==> config.mk <==
export PLATFORM = sky130hd
export DESIGN_NAME = ram_port_arbiter
export DESIGN_NICKNAME = d
export VERILOG_FILES = /design/src/rtl/ram_port_arbiter.sv
export SDC_FILE = /design/constraint.sdc
export NUM_CORES = 1
export LEC_CHECK = 0
export CORE_MARGIN = 4
export CORE_UTILIZATION = 40
export CTS_BUF_LIST = sky130_fd_sc_hd__clkbuf_16
export DETAILED_ROUTE_END_ITERATION = 12
export PLACE_DENSITY = 0.76
export SLEW_MARGIN = 5
export SYNTH_ARGS = -nofsm -noshare
export SYNTH_HDL_FRONTEND = slang
export SYNTH_SLANG_ARGS = --single-unit
==> constraint.sdc <==
create_clock -name clk -period 2.42 [get_ports clk]
set_input_delay 0.484 -clock clk [delete_from_list [all_inputs] [get_ports clk]]
set_output_delay 0.484 -clock clk [all_outputs]
set_load 0.03 [all_outputs]
==> src/rtl/ram_port_arbiter.sv <==
// ram_port_arbiter: round-robin share of one single-port synchronous RAM between requesters A and B.
// Latency: grant is combinational in cycle N, RAM command in N+1, read data and rvalid in N+3.
// Backpressure: x_gnt is the ready of each requester; stall masks new grants while in-flight ops drain.
module ram_port_arbiter #(
   parameter int DW    = 8,
   parameter int AW    = 6,
   parameter int CNT_W = 16
) (
   input  logic             clk,
   input  logic             rst,
   input  logic             stall,
   input  logic             a_req,
   input  logic             a_we,
   input  logic [AW-1:0]    a_addr,
   input  logic [DW-1:0]    a_wdata,
   output logic             a_gnt,
   output logic             a_rvalid,
   output logic [DW-1:0]    a_rdata,
   input  logic             b_req,
   input  logic             b_we,
   input  logic [AW-1:0]    b_addr,
   input  logic [DW-1:0]    b_wdata,
   output logic             b_gnt,
   output logic             b_rvalid,
   output logic [DW-1:0]    b_rdata,
   output logic             mem_en,
   output logic             mem_we,
   output logic [AW-1:0]    mem_addr,
   output logic [DW-1:0]    mem_wdata,
   input  logic [DW-1:0]    mem_rdata,
   output logic [CNT_W-1:0] contention_cnt
);

   typedef enum logic {SEL_A = 1'b0, SEL_B = 1'b1} sel_t;

   sel_t             r_last;
   logic             w_a_gnt;
   logic             w_b_gnt;
   logic             w_any_gnt;
   logic             w_sel_we;
   logic [AW-1:0]    w_sel_addr;
   logic [DW-1:0]    w_sel_wdata;
   logic             w_contend;

   logic             r_mem_en;
   logic             r_mem_we;
   logic [AW-1:0]    r_mem_addr;
   logic [DW-1:0]    r_mem_wdata;

   logic             r_tag0_vld;
   sel_t             r_tag0_id;
   logic             r_tag1_vld;
   sel_t             r_tag1_id;

   logic             r_a_rvalid;
   logic             r_b_rvalid;
   logic [DW-1:0]    r_a_rdata;
   logic [DW-1:0]    r_b_rdata;
   logic [CNT_W-1:0] r_cnt;

   // Grant and winner mux: a tie goes to the side that did not win last; reset forces grants off
   always_comb begin
      w_a_gnt     = a_req & ~stall & ~rst & (~b_req | (r_last == SEL_B));
      w_b_gnt     = b_req & ~stall & ~rst & (~a_req | (r_last == SEL_A));
      w_any_gnt   = w_a_gnt | w_b_gnt;
      w_sel_we    = w_b_gnt ? b_we    : a_we;
      w_sel_addr  = w_b_gnt ? b_addr  : a_addr;
      w_sel_wdata = w_b_gnt ? b_wdata : a_wdata;
      w_contend   = a_req & b_req & ~stall;
   end

   // Round-robin pointer: remember the most recent winner, hold when idle
   always_ff @(posedge clk or posedge rst) begin
      if (rst) begin
         r_last <= SEL_B;
      end else if (w_a_gnt) begin
         r_last <= SEL_A;
      end else if (w_b_gnt) begin
         r_last <= SEL_B;
      end
   end

   // Command stage: register the winner's command; address/data hold when no grant
   always_ff @(posedge clk or posedge rst) begin
      if (rst) begin
         r_mem_en    <= 1'b0;
         r_mem_we    <= 1'b0;
         r_mem_addr  <= '0;
         r_mem_wdata <= '0;
      end else begin
         r_mem_en <= w_any_gnt;
         r_mem_we <= w_any_gnt & w_sel_we;
         if (w_any_gnt) begin
            r_mem_addr  <= w_sel_addr;
            r_mem_wdata <= w_sel_wdata;
         end
      end
   end

   // Read tag pipeline: stage 0 lines up with the RAM command, stage 1 with mem_rdata
   always_ff @(posedge clk or posedge rst) begin
      if (rst) begin
         r_tag0_vld <= 1'b0;
         r_tag0_id  <= SEL_A;
         r_tag1_vld <= 1'b0;
         r_tag1_id  <= SEL_A;
      end else begin
         r_tag0_vld <= w_any_gnt & ~w_sel_we;
         r_tag0_id  <= w_b_gnt ? SEL_B : SEL_A;
         r_tag1_vld <= r_tag0_vld;
         r_tag1_id  <= r_tag0_id;
      end
   end

   // Response stage: capture RAM data for the tagged requester; rdata holds otherwise
   always_ff @(posedge clk or posedge rst) begin
      if (rst) begin
         r_a_rvalid <= 1'b0;
         r_b_rvalid <= 1'b0;
         r_a_rdata  <= '0;
         r_b_rdata  <= '0;
      end else begin
         r_a_rvalid <= r_tag1_vld & (r_tag1_id == SEL_A);
         r_b_rvalid <= r_tag1_vld & (r_tag1_id == SEL_B);
         if (r_tag1_vld && (r_tag1_id == SEL_A)) begin
            r_a_rdata <= mem_rdata;
         end
         if (r_tag1_vld && (r_tag1_id == SEL_B)) begin
            r_b_rdata <= mem_rdata;
         end
      end
   end

   // Contention counter: counts unstalled cycles with both requesting, sticks at all-ones
   always_ff @(posedge clk or posedge rst) begin
      if (rst) begin
         r_cnt <= '0;
      end else if (w_contend && (r_cnt != {CNT_W{1'b1}})) begin
         r_cnt <= r_cnt + CNT_W'(1);
      end
   end

   assign a_gnt          = w_a_gnt;
   assign b_gnt          = w_b_gnt;
   assign a_rvalid       = r_a_rvalid;
   assign b_rvalid       = r_b_rvalid;
   assign a_rdata        = r_a_rdata;
   assign b_rdata        = r_b_rdata;
   assign mem_en         = r_mem_en;
   assign mem_we         = r_mem_we;
   assign mem_addr       = r_mem_addr;
   assign mem_wdata      = r_mem_wdata;
   assign contention_cnt = r_cnt;

endmodule

==> metrics.md, run 1 <==
| Metric | Value |
|---|---|
| Int Pwr | `slightly below 2000 uW` |
| Pwr dens | `~840 nW/um^2` |
| Switching power | `1000 uW` |
| DRC | `0` |
| Core area | `5610 sq um` |
| First-pass GRT wire length | `8630 microns` |
| CTS resizes | `0` |
| Clock transition at path regs | `around 70 ps` |
| Ranking of synthesized cells by area | `dfrtp_1, mux2_2, mux2i_1` |
| Syn avg cell area | `roughly 12 sq um` |
| Clk pwr share | `22.4%` |
| IO Pins | `95` |
| Via-to-Cell Ratio | `4.96` |
| Synth unique cells | `39` |
| Cells after synthesis | `around 190` |
| Post-CTS Hold Fix Bufs | `0` |
| Total clock sinks | `between 50 and 60` |
| Fin crit period | `about 2100 ps` |
| Hold Vio Cnt, Final | `0` |
| FFs w/ async S/R, synth | `100%` |
| Metal3 WL | `~410 microns` |
| DR top layer | `met4` |
| Routed WL | `roughly 5000 microns` |
| Data required, critical path | `~1900 ps` |
| Fin nets | `333` |
| Syn-to-layout area delta | `50.5%` |
| Yosys warning total | `0` |
| GPL Wtd Cong | `0.766` |
| Synth top area share | `57.4%` |
| Switch share | `about a third` |
| Leakage | `approximately 0.0016 uW` |
| Clk_lat worst skew | `around 280 ps` |
| Worst Path Arrival | `around 1700 ps` |
| Final Cell Area | `between 3000 and 4000 sq um` |
| Worst slew margin | `a little under three fifths` |
| Share of cells above drive strength 1 | `14.5%` |
| Largest net degree at the start of global routing | `56` |
| #FFs+latches synth | `55` |
| Die height | `~85 microns` |
| Sequential area share after synthesis | `58.5%` |
| Met2 wire length | `approximately 2600 microns` |
| Initial detailed-routing violation count | `42` |
| RSZ-0062 raised after global routing | `no` |
| Num CTS Buffers | `5` |
| H-tree Lvls | `2` |
| WL per Instance | `~14 microns` |
| Initial antenna violation count | `0` |
| Final setup TNS | `0 ps` |
| Crit start category | `primary input` |
| Max-Cap Viols | `0` |
| Pins Over Slew Limit | `0` |
| DIE AREA | `between 7000 and 8000 sq um` |
| Diode count | `0` |
| Mapped Area | `2360 sq um` |
| Met1 wire length | `2090 microns` |
| Synth Flop Type | `dfrtp_1` |
| Tcrit/Tclk final | `approximately 90%` |
| Antenna-violating nets left | `0` |
| Drt pass-1 iters | `4` |
| Crit-path max FO | `4` |
| Min-delay worst type | `flop to flop` |
| Routed vias | `around 1800` |
| Syn_nets | `~230` |
| Number of global-route vias before repair | `1896` |
| Sequential share of power | `a little over two fifths` |
| Kind of critical path | `primary input to output pin` |
| IO buf count | `94` |
| Total Power | `about 3000 uW` |
| Placed instance area | `roughly 3400 sq um` |
| Root Driver | `clkbuf_16` |
| Site row count | `27` |
| Gr usage total | `about 15%` |
| Post-synth EDFFs | `0` |
| Logic pwr share | `approximately 36%` |
| Least-Margin Pin Slew | `661 ps` |
| CP endpoint kind | `output pin` |
| Setup violations, final | `0` |
| Leading area contributor after synthesis | `dfrtp_1` |
| Worst ir drop on vdd | `about 0.44 mV` |
| Starting Density | `42.0%` |
| Worst Skew | `6.07 ps` |
| CTS tree | `built` |
| Outcome | `finished clean` |
| F_max | `between 0.4 and 0.5 GHz` |
| Setup bufs post-CTS | `0` |
| Hpwl dp | `3910 microns` |
| Maximum root-to-sink buffer count | `2` |
| Total grt overflow | `0` |
| Die X | `~85 microns` |
==> worst paths after layout <==
path,from,slack [ps],depth (start not counted),to
worst min register to register,r_tag0_vld$_DFF_PP0_,350,0,r_tag1_vld$_DFF_PP0_
worst max register to register,contention_cnt[12]$_DFFE_PP0P_,580,4,contention_cnt[1]$_DFFE_PP0P_
worst min-delay path,r_tag0_vld$_DFF_PP0_,350,0,r_tag1_vld$_DFF_PP0_
min in group asynchronous,rst,630,3,contention_cnt[14]$_DFFE_PP0P_
max in group asynchronous,rst,1490,3,r_last$_DFFE_PP1P_
worst max-delay path,rst,280,5,b_gnt
==> layout by cell type (no fill, tap or decap), drive strengths merged, types with 4 or more instances in the layout <==
| cell | n |
|---|---|
| clkbuf | 5 |
| mux2 | 18 |
| nor2 | 20 |
| a21oi | 15 |
| dfrtp | 54 |
| inv | 4 |
| xor2 | 10 |
| mux2i | 14 |
| nor3 | 4 |
| buf | 6 |
| nand2 | 9 |
| clkdlybuf4s50 | 92 |
| nand3 | 6 |
| nand4 | 5 |
==> synth_stat cells, types with 2 or more instances <==
cell,number
clkbuf_1,4
nand3_1,6
o21ai_0,2
nor3_2,2
nor3b_1,2
nor3_1,2
xnor2_1,3
nand4_1,3
dfrtp_1,54
nor2_1,19
mux2_2,17
inv_1,4
xor2_1,10
mux2i_1,14
nand2_1,9
a21oi_1,15
==> layer usage <==
layer	track usage, %	vias to the layer above
met5	0	-
met2	25.7	59
met1	16.7	858
li1	-	872
met4	4.32	0
met3	4.91	5
==> flip-flops by register name, indices dropped and copies added (netlist names) <==
register,cells
contention_cnt,16
r_last,1
r_tag1_id,1
b_rdata,8
mem_addr,6
r_tag0_id,1
a_rdata,8
mem_en,1
mem_wdata,8
r_tag0_vld,1
r_tag1_vld,1
mem_we,1
b_rvalid,1
a_rvalid,1
==> stage by stage <==
| step | utilization [%] | setup slack [ps] | hold slack, ps | instances |
|---|---|---|---|---|
| finish | 63.2 | 276 | 355 | 362 |
| global route | 63.2 | 141 | 361 | 362 |
| CTS | 63.2 | 260 | 357 | 362 |
| detailed placement | 60.7 | 238 | 338 | 354 |
| global placement | 60.7 | 274 | 335 | 354 |
| floorplan | - | 595 | 331 | 189 |
==> layout make-up <==
type	count	area, sq um
fillers	477	2060
well taps	72	90.1
clock buffers	5	125
multi-input cells	125	943
inverters	4	15.0
repair buffers	98	978
clock inverters	3	15.0
flip-flops and latches	55	1380
==> logic make-up after synthesis <==
group / synth area share (%)
xor+xnor: 4.83
buf+inv: 1.49
mux: 14.6
compound gates: 5.26
simple gates: 14.9
flops: 58.5
fa+ha+maj: 0.531
==> power by group through the flow <==
stage / combinational, uW / sequential (uW) / clock (uW)
after detailed placement: 1090 / 1260 / 0
final: 1070 / 1250 / 668
after CTS: 1090 / 1250 / 690
after global placement: 1070 / 1250 / 0
after floorplan: 232 / 1600 / 0
after global routing: 1140 / 1280 / 726
==> critical path, cell delays in order <==
cell,delay (ps)
clkdlybuf4s50_1,460
nor2_1,240
nand3_1,170
inv_1,130
buf_4,180
No activity file was read; power rests on OpenSTA's default activity.
==> inputs of run 2 (changes only) <==
PLACE_DENSITY = 0.86   (was 0.76)
==> run 2 against run 1 <==
Net effect:
- clock skew is 1.2 ps higher
- critical path depth unchanged
- total power up 4.8%
- non-clock buffer count rose by 1
- core utilization rose by 0.40 points
- wire length rose by 5.6%
- largest cell class unchanged
- highest routed layer unchanged
==> metrics.md, run 2 (same netlist as run 1, synthesis figures left out) <==
| Metric | Value |
|---|---|
| Outcome | `finished clean` |
| Worst Path Arrival | `around 1700 ps` |
| Core area | `between 5000 and 6000 sq um` |
| Most frequent cells in the layout | `clkdlybuf4s50_1, dfrtp_1, nor2_1` |
| Critical Path Slowest Stage Cell | `clkdlybuf4s50_1` |
| Total Power | `3130 uW` |
| Most common cell after layout, fill and taps aside | `clkdlybuf4s50_1` |
| Max-Cap Viols | `0` |
| Final setup TNS | `0 ps` |
| Setup bufs post-CTS | `0` |
| Cells along the critical path | `clkdlybuf4s50_1, nor2_1, nand3_1, inv_1, buf_4` |
| Initial antenna violation count | `0` |
| First-pass GRT wire length | `8850 microns` |
| Hold Path Cell Cnt | `0` |
| Min-delay worst type | `flop to flop` |
| Total clock sinks | `55` |
| F_max | `0.466 GHz` |
| Diode count | `0` |
| Gr usage total | `between 10% and 20%` |
| Die X | `84.7 microns` |
| GPL Wtd Cong | `roughly 0.7` |
| IO Pins | `95` |
| H-tree Lvls | `2` |
| Initial detailed-routing violation count | `between 80 and 90` |
| Die height | `about 85 microns` |
| CTS resizes | `0` |
| Antenna-violating nets left | `0` |
| Fin nets | `roughly 330` |
| Post-CTS Hold Fix Bufs | `0` |
| Worst Skew | `7.30 ps` |
| Fin crit period | `roughly 2100 ps` |
| IO buf count | `94` |
| DRC | `0` |
| Syn-to-layout area delta | `51.4%` |
| Tcrit/Tclk final | `about nine tenths` |
| Clk_lat worst skew | `roughly 290 ps` |
| Number of global-route vias before repair | `roughly 1900` |
| Pwr dens | `roughly 880 nW/um^2` |
| Crit-path max FO | `4` |
| CP peak stage delay | `approximately 470 ps` |
| Total grt overflow | `0` |
| DIE AREA | `between 7000 and 8000 sq um` |
| Share of cells above drive strength 1 | `around 14%` |
| Least-Margin Pin Slew | `between 500 and 600 ps` |
| Root Driver | `clkbuf_16` |
| Data required, critical path | `about 1900 ps` |
| Clock transition at path regs | `roughly 70 ps` |
| Drt pass-1 iters | `4` |
| Setup violations, final | `0` |
| Reg-to-reg slack, setup | `540 ps` |
| CTS tree | `built` |
| Hold Vio Cnt, Final | `0` |
| Routed vias | `1819` |
| Pins Over Slew Limit | `0` |
| RSZ-0062 raised after global routing | `no` |
| Hpwl dp | `~4000 microns` |
| CP endpoint kind | `output pin` |
| Register-to-Register Path Depth | `4` |
| Num CTS Buffers | `5` |
| Worst ir drop on vdd | `approximately 0.48 mV` |
| Crit start category | `primary input` |
| Number of flip-flops in the largest register | `16` |
| Via-to-Cell Ratio | `5.01` |
| Starting Density | `around 42%` |
| Kind of critical path | `primary input to output pin` |
| Site row count | `27` |
| Leakage | `around 0.0017 uW` |
| Worst slew margin | `between 60% and 70%` |
| Largest net degree at the start of global routing | `31` |
| Routed WL | `5420 microns` |
| WL per Instance | `approximately 15 microns` |
| Maximum root-to-sink buffer count | `2` |
==> run 2: metal layers <==
layer	GRT usage, %	routed length [microns]	up-vias
li1	-	-	866
met1	17.9	2110	875
met2	26.3	2740	74
met3	6.58	539	4
met4	3.02	29	0
met5	0	0	-
==> run 2: path summary, 6_finish.rpt <==
path	startpoint	to
min	r_tag0_vld$_DFF_PP0_	r_tag1_vld$_DFF_PP0_
max in group asynchronous	rst	contention_cnt[5]$_DFFE_PP0P_
max reg2reg	contention_cnt[12]$_DFFE_PP0P_	contention_cnt[1]$_DFFE_PP0P_
max	stall	b_gnt
min reg2reg	r_tag0_vld$_DFF_PP0_	r_tag1_vld$_DFF_PP0_
min in group asynchronous	rst	mem_wdata[5]$_DFFE_PP0P_
==> run 2: critical path: cells and delay by family <==
| kind | cells | cell delay [ps] |
|---|---|---|
| and+or+nand+nor | 2 | 410 |
| buffers and inverters | 3 | 770 |
==> run 2: cell type report <==
| type | instances | area, sq um |
|---|---|---|
| inverter | 4 | 15.0 |
| fill | 459 | 2040 |
| tap | 72 | 90.1 |
| clock inverter | 3 | 42.5 |
| clock buffer | 5 | 125 |
| sequential | 55 | 1380 |
| timing repair buffer | 99 | 973 |
| multi-input combinational | 125 | 943 |
==> run 2: power breakdown <==
group	internal (uW)	switching, uW	leakage [uW]
Clock	488	317	0.0000856
Combinational	504	574	0.000896
Sequential	1110	144	0.000678
==> run 2: metrics by stage <==
step | worst slack [ps] | instance area [sq um] | util (%) | cells | hold slack, ps
2_1_floorplan | 595 | 2360 | - | 189 | 331
3_3_place_gp | 276 | 3400 | 60.6 | 355 | 335
3_5_place_dp | 186 | 3400 | 60.6 | 355 | 336
4_1_cts | 287 | 3570 | 63.6 | 363 | 354
5_1_grt | 194 | 3570 | 63.6 | 363 | 367
6_report | 275 | 3570 | 63.6 | 363 | 351
